**src/rtl/seg_digit_display_if.sv**
```systemverilog
// Display bus between the result producer and seg_digit_display:
// frame strobe and BCD value in, multiplexed segment drive out.
interface seg_digit_display_if;
  logic        frame_vsync;
  logic [23:0] digit;
  logic [5:0]  seg_sel;
  logic [7:0]  seg_led;
  logic        disp_update;

  modport master (output frame_vsync, digit, input seg_sel, seg_led, disp_update);
  modport slave  (input frame_vsync, digit, output seg_sel, seg_led, disp_update);
endinterface

```
**src/rtl/seg_digit_display.sv**
```systemverilog
// 6-digit multiplexed common-anode 7-segment driver with a per-frame value stabiliser.
// Optional leading-zero blanking is enabled by defining SEG_ZERO_BLANK_EN.
module seg_digit_display #(
  parameter int SCAN_DIV      = 50000,
  parameter int STABLE_FRAMES = 3
) (
  input  logic                clk,
  input  logic                rst_n,
  seg_digit_display_if.slave  bus
);
  localparam int DW = $clog2(SCAN_DIV);
  localparam int MW = $clog2(STABLE_FRAMES + 1);
  localparam logic [DW-1:0] DIV_LAST  = DW'(SCAN_DIV - 1);
  localparam logic [MW-1:0] MATCH_MAX = MW'(STABLE_FRAMES);

  function automatic logic [7:0] f_decode(input logic [3:0] nib);
    case (nib)
      4'h0:    f_decode = 8'hC0;
      4'h1:    f_decode = 8'hF9;
      4'h2:    f_decode = 8'hA4;
      4'h3:    f_decode = 8'hB0;
      4'h4:    f_decode = 8'h99;
      4'h5:    f_decode = 8'h92;
      4'h6:    f_decode = 8'h82;
      4'h7:    f_decode = 8'hF8;
      4'h8:    f_decode = 8'h80;
      4'h9:    f_decode = 8'h90;
      4'hF:    f_decode = 8'hFF;
      default: f_decode = 8'hBF;
    endcase
  endfunction

  logic          r_vs_d;
  logic [23:0]   r_cand;
  logic [MW-1:0] r_match_cnt;
  logic [23:0]   r_disp_val;
  logic          r_disp_update;
  logic [DW-1:0] r_div_cnt;
  logic [2:0]    r_scan_idx;
  logic [5:0]    r_seg_sel;
  logic [7:0]    r_seg_led;

  logic          w_sample;
  logic [MW-1:0] w_next_cnt;
  logic          w_commit;
  logic          w_div_last;
  logic [2:0]    w_scan_idx_nxt;
  logic [3:0]    w_nibble;
  logic          w_blank;
  logic [5:0]    w_sel_nxt;
  logic [7:0]    w_led_nxt;

  // Stabiliser: a run of identical frame samples must reach STABLE_FRAMES before commit
  always_comb begin
    w_sample   = bus.frame_vsync & ~r_vs_d;
    w_next_cnt = MW'(1);
    if (bus.digit == r_cand)
      w_next_cnt = (r_match_cnt >= MATCH_MAX) ? MATCH_MAX : r_match_cnt + MW'(1);
    w_commit = w_sample && (w_next_cnt >= MATCH_MAX) && (bus.digit != r_disp_val);
  end

  always_ff @(posedge clk or negedge rst_n) begin
    if (!rst_n) begin
      r_vs_d        <= 1'b0;
      r_cand        <= 24'h0;
      r_match_cnt   <= '0;
      r_disp_val    <= 24'hFFFFFF;
      r_disp_update <= 1'b0;
    end else begin
      r_vs_d        <= bus.frame_vsync;
      r_disp_update <= w_commit;
      if (w_sample) begin
        r_cand      <= bus.digit;
        r_match_cnt <= w_next_cnt;
      end
      if (w_commit)
        r_disp_val <= bus.digit;
    end
  end

  // Scan state register
  always_ff @(posedge clk or negedge rst_n) begin
    if (!rst_n) begin
      r_div_cnt  <= '0;
      r_scan_idx <= 3'd0;
    end else begin
      r_div_cnt  <= w_div_last ? '0 : r_div_cnt + DW'(1);
      r_scan_idx <= w_scan_idx_nxt;
    end
  end

  // Scan next-state
  always_comb begin
    w_div_last     = (r_div_cnt == DIV_LAST);
    w_scan_idx_nxt = r_scan_idx;
    if (w_div_last)
      w_scan_idx_nxt = (r_scan_idx == 3'd5) ? 3'd0 : r_scan_idx + 3'd1;
  end

  // Scan output decode; select and segments are registered together
  always_comb begin
    w_nibble  = r_disp_val[{r_scan_idx, 2'b00} +: 4];
    w_sel_nxt = ~(6'b1 << r_scan_idx);
`ifdef SEG_ZERO_BLANK_EN
    w_blank   = (r_scan_idx != 3'd0) && ((r_disp_val >> {r_scan_idx, 2'b00}) == 24'h0);
`else
    w_blank   = 1'b0;
`endif
    w_led_nxt = w_blank ? 8'hFF : f_decode(w_nibble);
  end

  always_ff @(posedge clk or negedge rst_n) begin
    if (!rst_n) begin
      r_seg_sel <= 6'h3F;
      r_seg_led <= 8'hFF;
    end else begin
      r_seg_sel <= w_sel_nxt;
      r_seg_led <= w_led_nxt;
    end
  end

  assign bus.seg_sel     = r_seg_sel;
  assign bus.seg_led     = r_seg_led;
  assign bus.disp_update = r_disp_update;
endmodule
```
**src/flat_wrapper.sv**
```systemverilog
// flat-port wrapper written by rule: the top's interface ports become plain ports
module seg_digit_display_flat 
#(
  parameter int SCAN_DIV      = 50000,
  parameter int STABLE_FRAMES = 3
)
  (clk, rst_n, bus_frame_vsync, bus_digit, bus_seg_sel, bus_seg_led, bus_disp_update);
  seg_digit_display_if bus_i ();
  input  logic clk;
  input  logic rst_n;
  input wire logic [$bits(bus_i.frame_vsync)-1:0] bus_frame_vsync;
  input wire logic [$bits(bus_i.digit)-1:0] bus_digit;
  output wire logic [$bits(bus_i.seg_sel)-1:0] bus_seg_sel;
  output wire logic [$bits(bus_i.seg_led)-1:0] bus_seg_led;
  output wire logic [$bits(bus_i.disp_update)-1:0] bus_disp_update;
  assign bus_i.frame_vsync = bus_frame_vsync;
  assign bus_i.digit = bus_digit;
  assign bus_seg_sel = bus_i.seg_sel;
  assign bus_seg_led = bus_i.seg_led;
  assign bus_disp_update = bus_i.disp_update;
  seg_digit_display #(.SCAN_DIV(SCAN_DIV), .STABLE_FRAMES(STABLE_FRAMES)) u_core (.clk(clk), .rst_n(rst_n), .bus(bus_i));
endmodule
```
**config.mk**
```make
export PLATFORM = sky130hd
export DESIGN_NAME = seg_digit_display_flat
export DESIGN_NICKNAME = d
export VERILOG_FILES = /design/src/rtl/seg_digit_display_if.sv /design/src/rtl/seg_digit_display.sv /design/src/flat_wrapper.sv
export SDC_FILE = /design/constraint.sdc
export NUM_CORES = 1
export LEC_CHECK = 0
export CAP_MARGIN = 20
export CORE_ASPECT_RATIO = 1.1
export CORE_MARGIN = 2
export CORE_UTILIZATION = 57
export DETAILED_ROUTE_END_ITERATION = 7
export GPL_TIMING_DRIVEN = 0
export PLACE_DENSITY_LB_ADDON = 0.3
export SLEW_MARGIN = 15
export SYNTH_ARGS = -nofsm -noshare
export SYNTH_HDL_FRONTEND = slang
export SYNTH_SLANG_ARGS = --single-unit
export TNS_END_PERCENT = 100
```
**constraint.sdc**
```tcl
create_clock -name clk -period 2.9 [get_ports clk]
set_input_delay 0.29 -clock clk [delete_from_list [all_inputs] [get_ports clk]]
set_output_delay 0.29 -clock clk [all_outputs]
set_load 0.01 [all_outputs]
```
# Word-level counts from Yosys, hierarchy flattened
# Memories as Yosys holds them, arrays and structs flattened. A register that Yosys moved wholly into a read port is not among the register bits.
# Cells that the tools add are included.
# Widths: inputs -> output; s select.
[op_classes]
addsub = 3
n_lt_le_gt_ge = 2
n_eq_ne = 4
shift = 2
mux = 4
bitwise_logic = 3
n_reduce_logical = 3
[op_table]
columns = ["operator", "n"]
rows = [
  ["$eq 24x24->1", 1],
  ["$ne 24x24->1", 1],
  ["$shiftx 24x6->4", 1],
  ["$add 16x1->16 const B", 1],
  ["$eq 16x16->1 const B", 1],
  ["$mux 16", 1],
  ["$not 6->6", 1],
  ["$shl 1x3->6 const A", 1],
  ["$ge 2x2->1 const B", 2],
  ["$mux 2", 2],
  ["$add 3x1->3 const B", 1],
  ["$eq 3x3->1 const B", 1],
  ["$mux 3", 1],
  ["$add 2x1->2 const B", 1],
  ["$logic_and 1x1->1", 2],
  ["$and 1x1->1", 1],
  ["$logic_not 1->1", 1],
  ["$not 1->1", 1],
]
[totals]
reg_bits = 85
romBits = 112
input_bits = 27
out_inout_bits = 15
elab_cells = 31
n_memories = 1
[memory_table]
columns = ["name", "depth", "word_bits", "rd", "rd_ports_with_merged_regs", "write_ports", "line_no", "rtl"]
rows = [
  ["(no name shown)", 16, 7, 1, 1, 0, "seg_digit_display.sv:17", "case (nib)"],
]

# Logic depth before layout (Yosys ltp)
# Gate-level depths: netlist (run 1).
[depth]
depth_word = 6
ltp_mapped = 9
mapped_depth_nobuf = 7

# Worst setup path after synthesis (run 1)
# Ideal clock, no wire load.
[synth_path]
path_kind = "reg-to-reg"
from = "register u_core.r_scan_idx[0]"
to = "register u_core.r_seg_led[3], in the netlist u_core.bus.seg_led[3]"
setup_ps = 74
arrival_time_ps = 1950
required_time_ps = 2826
setup_slack_ps = 877
stages_incl_launch_ff = 9
period_less_slack_ps = 2023
cell_sequence = "dfrtp_1 > buf_2 > clkbuf_1 > mux2_2 > a22oi_1 > ha_1 > nand2_1 > o21ai_0 > a21oi_1"
[synth_via]
elab_chain_len = 1
[synth_lines]
columns = ["element", "line_no", "rtl"]
rows = [
  ["start, declared", "seg_digit_display.sv:39", "logic [2:0] r_scan_idx;"],
  ["start signal, assigned", "seg_digit_display.sv:88", "r_scan_idx <= w_scan_idx_nxt;"],
  ["$shiftx 24x6->4", "seg_digit_display.sv:102", "w_nibble = r_disp_val[{r_scan_idx, 2'b00} +: 4];"],
  ["end, declared", "seg_digit_display.sv:41", "logic [7:0] r_seg_led;"],
]
# No other way between the ends.
# A chain may end at the register's enable or synchronous reset.

# Worst setup path in the final report (run 1)
[layout_path]
from = "input port bus_digit[4]"
to = "register u_core.r_disp_val[14]"
[layout_via]
elab_chain_len = 5
elab_cells_between_ends = 6
classes_between = "1 x order compare; 2 x eq/ne; 1 x mux; 2 x reduce/logical"
[layout_lines]
columns = ["element", "line_no", "rtl"]
rows = [
  ["start, declared", "flat_wrapper.sv:12", "input wire logic [$bits(bus_i.digit)-1:0] bus_digit;"],
  ["$eq 24x24->1", "seg_digit_display.sv:57", "if (bus.digit == r_cand)"],
  ["$mux 2", "seg_digit_display.sv:57", ""],
  ["$ge 2x2->1", "seg_digit_display.sv:59", "w_commit = w_sample && (w_next_cnt >= MATCH_MAX) && (bus.digit != r_disp_val);"],
  ["$logic_and 1x1->1", "seg_digit_display.sv:59", ""],
  ["$logic_and 1x1->1 *", "seg_digit_display.sv:59", ""],
  ["end signal, assigned", "seg_digit_display.sv:77", "r_disp_val <= bus.digit;"],
  ["end, declared", "seg_digit_display.sv:36", "logic [23:0] r_disp_val;"],
]
# Mark *: on every way between the ends. The rest lies on a longest branch, timed or not.

==> results of run 1 <==
kinds of logic after synthesis:
kind of cell	count (synthesis)	synth area share, %
and+or+nand+nor	85	10.40
DFF	84	51.89
xor gates and xnor gates	63	13.33
muxes	57	16.59
AOI/OAI and AO/OA	19	3.445
buffers and inverters	18	2.146
adders and majority gates	7	2.115
other	1	0.09057
final timing paths:
check / from / endpoint
min reg2reg: u_core.r_div_cnt[0] / u_core.r_div_cnt[0]
max reg2reg: u_core.r_cand[4] / u_core.r_disp_val[14]
max: bus_digit[4] / u_core.r_disp_val[14]
min in group asynchronous: rst_n / u_core.r_vs_d
min: bus_frame_vsync / u_core.r_vs_d
max in group asynchronous: rst_n / u_core.bus.seg_sel[4]
power by group:
group          total [mW]  internal (mW)  switching (mW)
clock               0.942          0.531           0.411
combinational       0.236          0.123           0.113
sequential           1.26           1.22          0.0326
total                2.43           1.88           0.557
layout make-up:
cell class	count	area, um^2
fillers	512	2137
clock inverters	4	72.57
multi-input cells	232	1903
well taps	85	106.4
clock buffers	12	155.1
flip-flops and latches	84	2148
repair buffers	42	435.4
plain buffers	11	62.56
inverters	7	26.28
what timing repair did:
| item | 4_1_cts | 5_1_grt |
|---|---|---|
| hold buffers | 1 | 0 |
| buffers inserted | 0 | 0 |
| hold endpoints to repair | 18 | 0 |
| setup endpoints to repair | 0 | 0 |
Yosys cell counts, drive strengths merged (2+ instances only):
cell	n
nand4	10
nand2	16
nand3	10
a22o	3
dfrtp	47
a22oi	4
o21ai	5
ha	7
inv	7
dfstp	37
a21oi	3
a31oi	2
xnor2	27
mux2	53
xor2	36
and3	3
nand3b	2
clkbuf	3
mux4	4
nor3	7
nor2b	4
buf	8
nor4	8
nor2	19
routing by layer:
metal / wire length, um / share of wire (%) / vias to the layer above / track usage (%)
met1: 3658 / 45 / 1345 / 29.29
met2: 4021 / 50 / 45 / 37.24
met5: 0 / 0 / - / 0
met3: 254 / 3.2 / 10 / 4.325
li1: - / - / 1270 / -
met4: 112 / 1.4 / 0 / 7.143
per-stage QoR:
| stage | total power, mW | utilization [%] | TNS [ns] | setup slack (ns) |
|---|---|---|---|---|
| 3_5_place_dp | 1.513 | 66.30 | 0 | 0.1103 |
| 4_1_cts | 2.452 | 69.67 | 0 | 0.4638 |
| 3_3_place_gp | 1.500 | 65.94 | -76.74 | -1.337 |
| 5_1_grt | 2.540 | 69.67 | 0 | 0.2323 |
| 6_report | 2.434 | 69.67 | 0 | 0.4291 |
| 2_1_floorplan | 1.400 | - | 0 | 0.8769 |
registers in the layout, indices dropped and copies added, names as in the netlist:
| name | flops |
|---|---|
| u_core.bus.disp_update | 1 |
| u_core.r_div_cnt | 16 |
| u_core.r_disp_val | 24 |
| u_core.r_match_cnt | 2 |
| u_core.bus.seg_led | 7 |
| u_core.r_vs_d | 1 |
| u_core.bus.seg_sel | 6 |
| u_core.r_scan_idx | 3 |
| u_core.r_cand | 24 |
worst register-to-register path, delay by kind of cell (launching register included):
| family | cells | cell delay [ns] |
|---|---|---|
| multiplexers | 1 | 0.35 |
| XOR/XNOR | 1 | 0.19 |
| AO/OA/AOI/OAI | 1 | 0.56 |
| buffers and inverters | 1 | 0.23 |
| flip-flops | 1 | 0.40 |
| AND/OR/NAND/NOR | 2 | 0.60 |
cell usage in the layout (no fill, tap or decap), types with 3 or more instances in the layout:
master           count
mux2_2              51
dfrtp_1             47
clkdlybuf4s50_1     39
dfstp_2             37
xor2_1              36
xnor2_1             27
nor2_1              19
nand2_1             16
clkbuf_8            11
nand3_1             10
nand4_1             10
nor4_1               8
inv_1                7
nor3_1               7
ha_1                 7
o21ai_0              5
clkbuf_1             4
mux4_2               4
nor2b_1              4
a22oi_1              4
a22o_1               3
a21oi_1              3
and3_1               3
buf_1                3
==> impl_metrics.tcl, run 1 <==
set metrics [dict create \
    grt_pass1_wl_mm 13.56 \
    slew_headroom_pct 51.11 \
    hold_viol 0 \
    synthFlopType "dfrtp_1" \
    reg2reg_depth 6 \
    fin_cells 477 \
    grt_max_degree 48 \
    syn_avg_cell_area_um2 12.40 \
    port_buffers 40 \
    dieArea_mm2 0.007962 \
    worstPathRequired_ns 3.18 \
    fin_area_mm2 0.004910 \
    dr.pass1.iters 4 \
    boundaryPins 42 \
    grt_remaining_overflow 0 \
    critPathTopFamily "buffers and inverters" \
    critPathArrivalTime_ns 2.75 \
    fin_crit_ns 2.471 \
    fmax_ghz 0.4047 \
    syn_area_mm2 0.004140 \
    crit_path_end_kind "flop" \
    n_antenna_cell 0 \
    ys_seq_area_share_pct 51.89 \
    synth.top_cell.area_share_pct 28.41 \
    maxSlewViolCount 0 \
    drc_errors 0 \
    critPathKind "primary input to flop" \
    synth_edf_count 0 \
    fp.dieW_um 85.26 \
    yosysWarningCount 0 \
    cts-resized-gates 0 \
    htreeDepth 3 \
    gr-usage-all-layers_pct 22.26 \
    status "completed" \
    core_mm2 0.007047 \
    r2r_setup_slack_ns 0.49 \
    yosysUniqueCellTypes 37 \
    worst_hold_slack_ns 0.3824 \
    clockBufferDepth 2 \
    nNetsFinal 421 \
    placed_cell_area_mm2 0.004672 \
    ys_ff_latch 84 \
    synth_cells 334 \
    slowest_delay_ns 0.56 \
    post_drt_wl_per_cell_um 16.87 \
    clock-root-buffer "clkbuf_8" \
    cp.depth 7 \
    path_cells "clkdlybuf4s50_1 -> xor2_1 -> nor4_1 -> nand4_1 -> a311oi_4 -> buf_6 -> mux2_2" \
    async_flop_share_pct 100.0 \
    via_count 2670 \
    rows 32 \
    rsz0062_at_grt "false" \
    tightest_slew_ns 0.7334 \
    die_h_um 93.39 \
    startpoint_type "primary input" \
    drtAntennaViolNets 0 \
    synth_area_leaders "dfrtp_1, dfstp_2, mux2_2" \
    layout_worst_path_cycle_share_pct 85.20 \
    power_leakage_nw 2.000 \
    skew_ns 0.01255 \
    drt-total-wl_mm 8.047 \
    cts.sinks 84 \
    placedCellCount 460 \
    setup_viol 0 \
    initial_utilization_pct 58.75 \
    grt_pass1_vias 2751 \
    worstHoldPathCells 1 \
    drtIter0Drc 152 \
    cp_max_fo 10 \
    clk_latency_ns 0.36 \
    powerDensity_mw_per_mm2 495.7 \
    viasPerCell 5.597 \
    synth.net_count 368 \
    slowest_stage "a311oi_4" \
    cts_tree "yes" \
    syn2layout_area_growth_pct 18.59 \
    path_buf_inv 2 \
    dp_hpwl_mm 5.765 \
    drive_above_1_share_pct 29.59 \
    clkTransAtPathRegs_ns 0.09 \
    numCtsBuffers 9 \
    yosysTopAreaCell "dfrtp_1" \
    drv_cap 0 \
    antenna_found_initial 0 \
    vdd_drop_max_v 0.0003641 \
    min_path_type "primary input to flop" \
    gp_congestion 0.7825 \
]
Note: power is estimated with default switching activity, not from simulation.
==> inputs of run 2 (changes only) <==
- clock period: 2.9 -> 2.7 ns (I/O delays scaled with it)
==> results of run 2 <==
Same layout as run 1 (identical final DEF). Status: completed.
Main changes from that run: setup slack after placement 0.1103 ns -> -0.06973 ns; setup slack after layout 0.4291 ns -> 0.2491 ns; hold slack 0.3824 ns -> 0.3624 ns; register-to-register setup slack 0.49 ns -> 0.29 ns; total power 2.434 mW -> 2.614 mW; worst IR drop on VDD 0.0003641 V -> 0.0003911 V
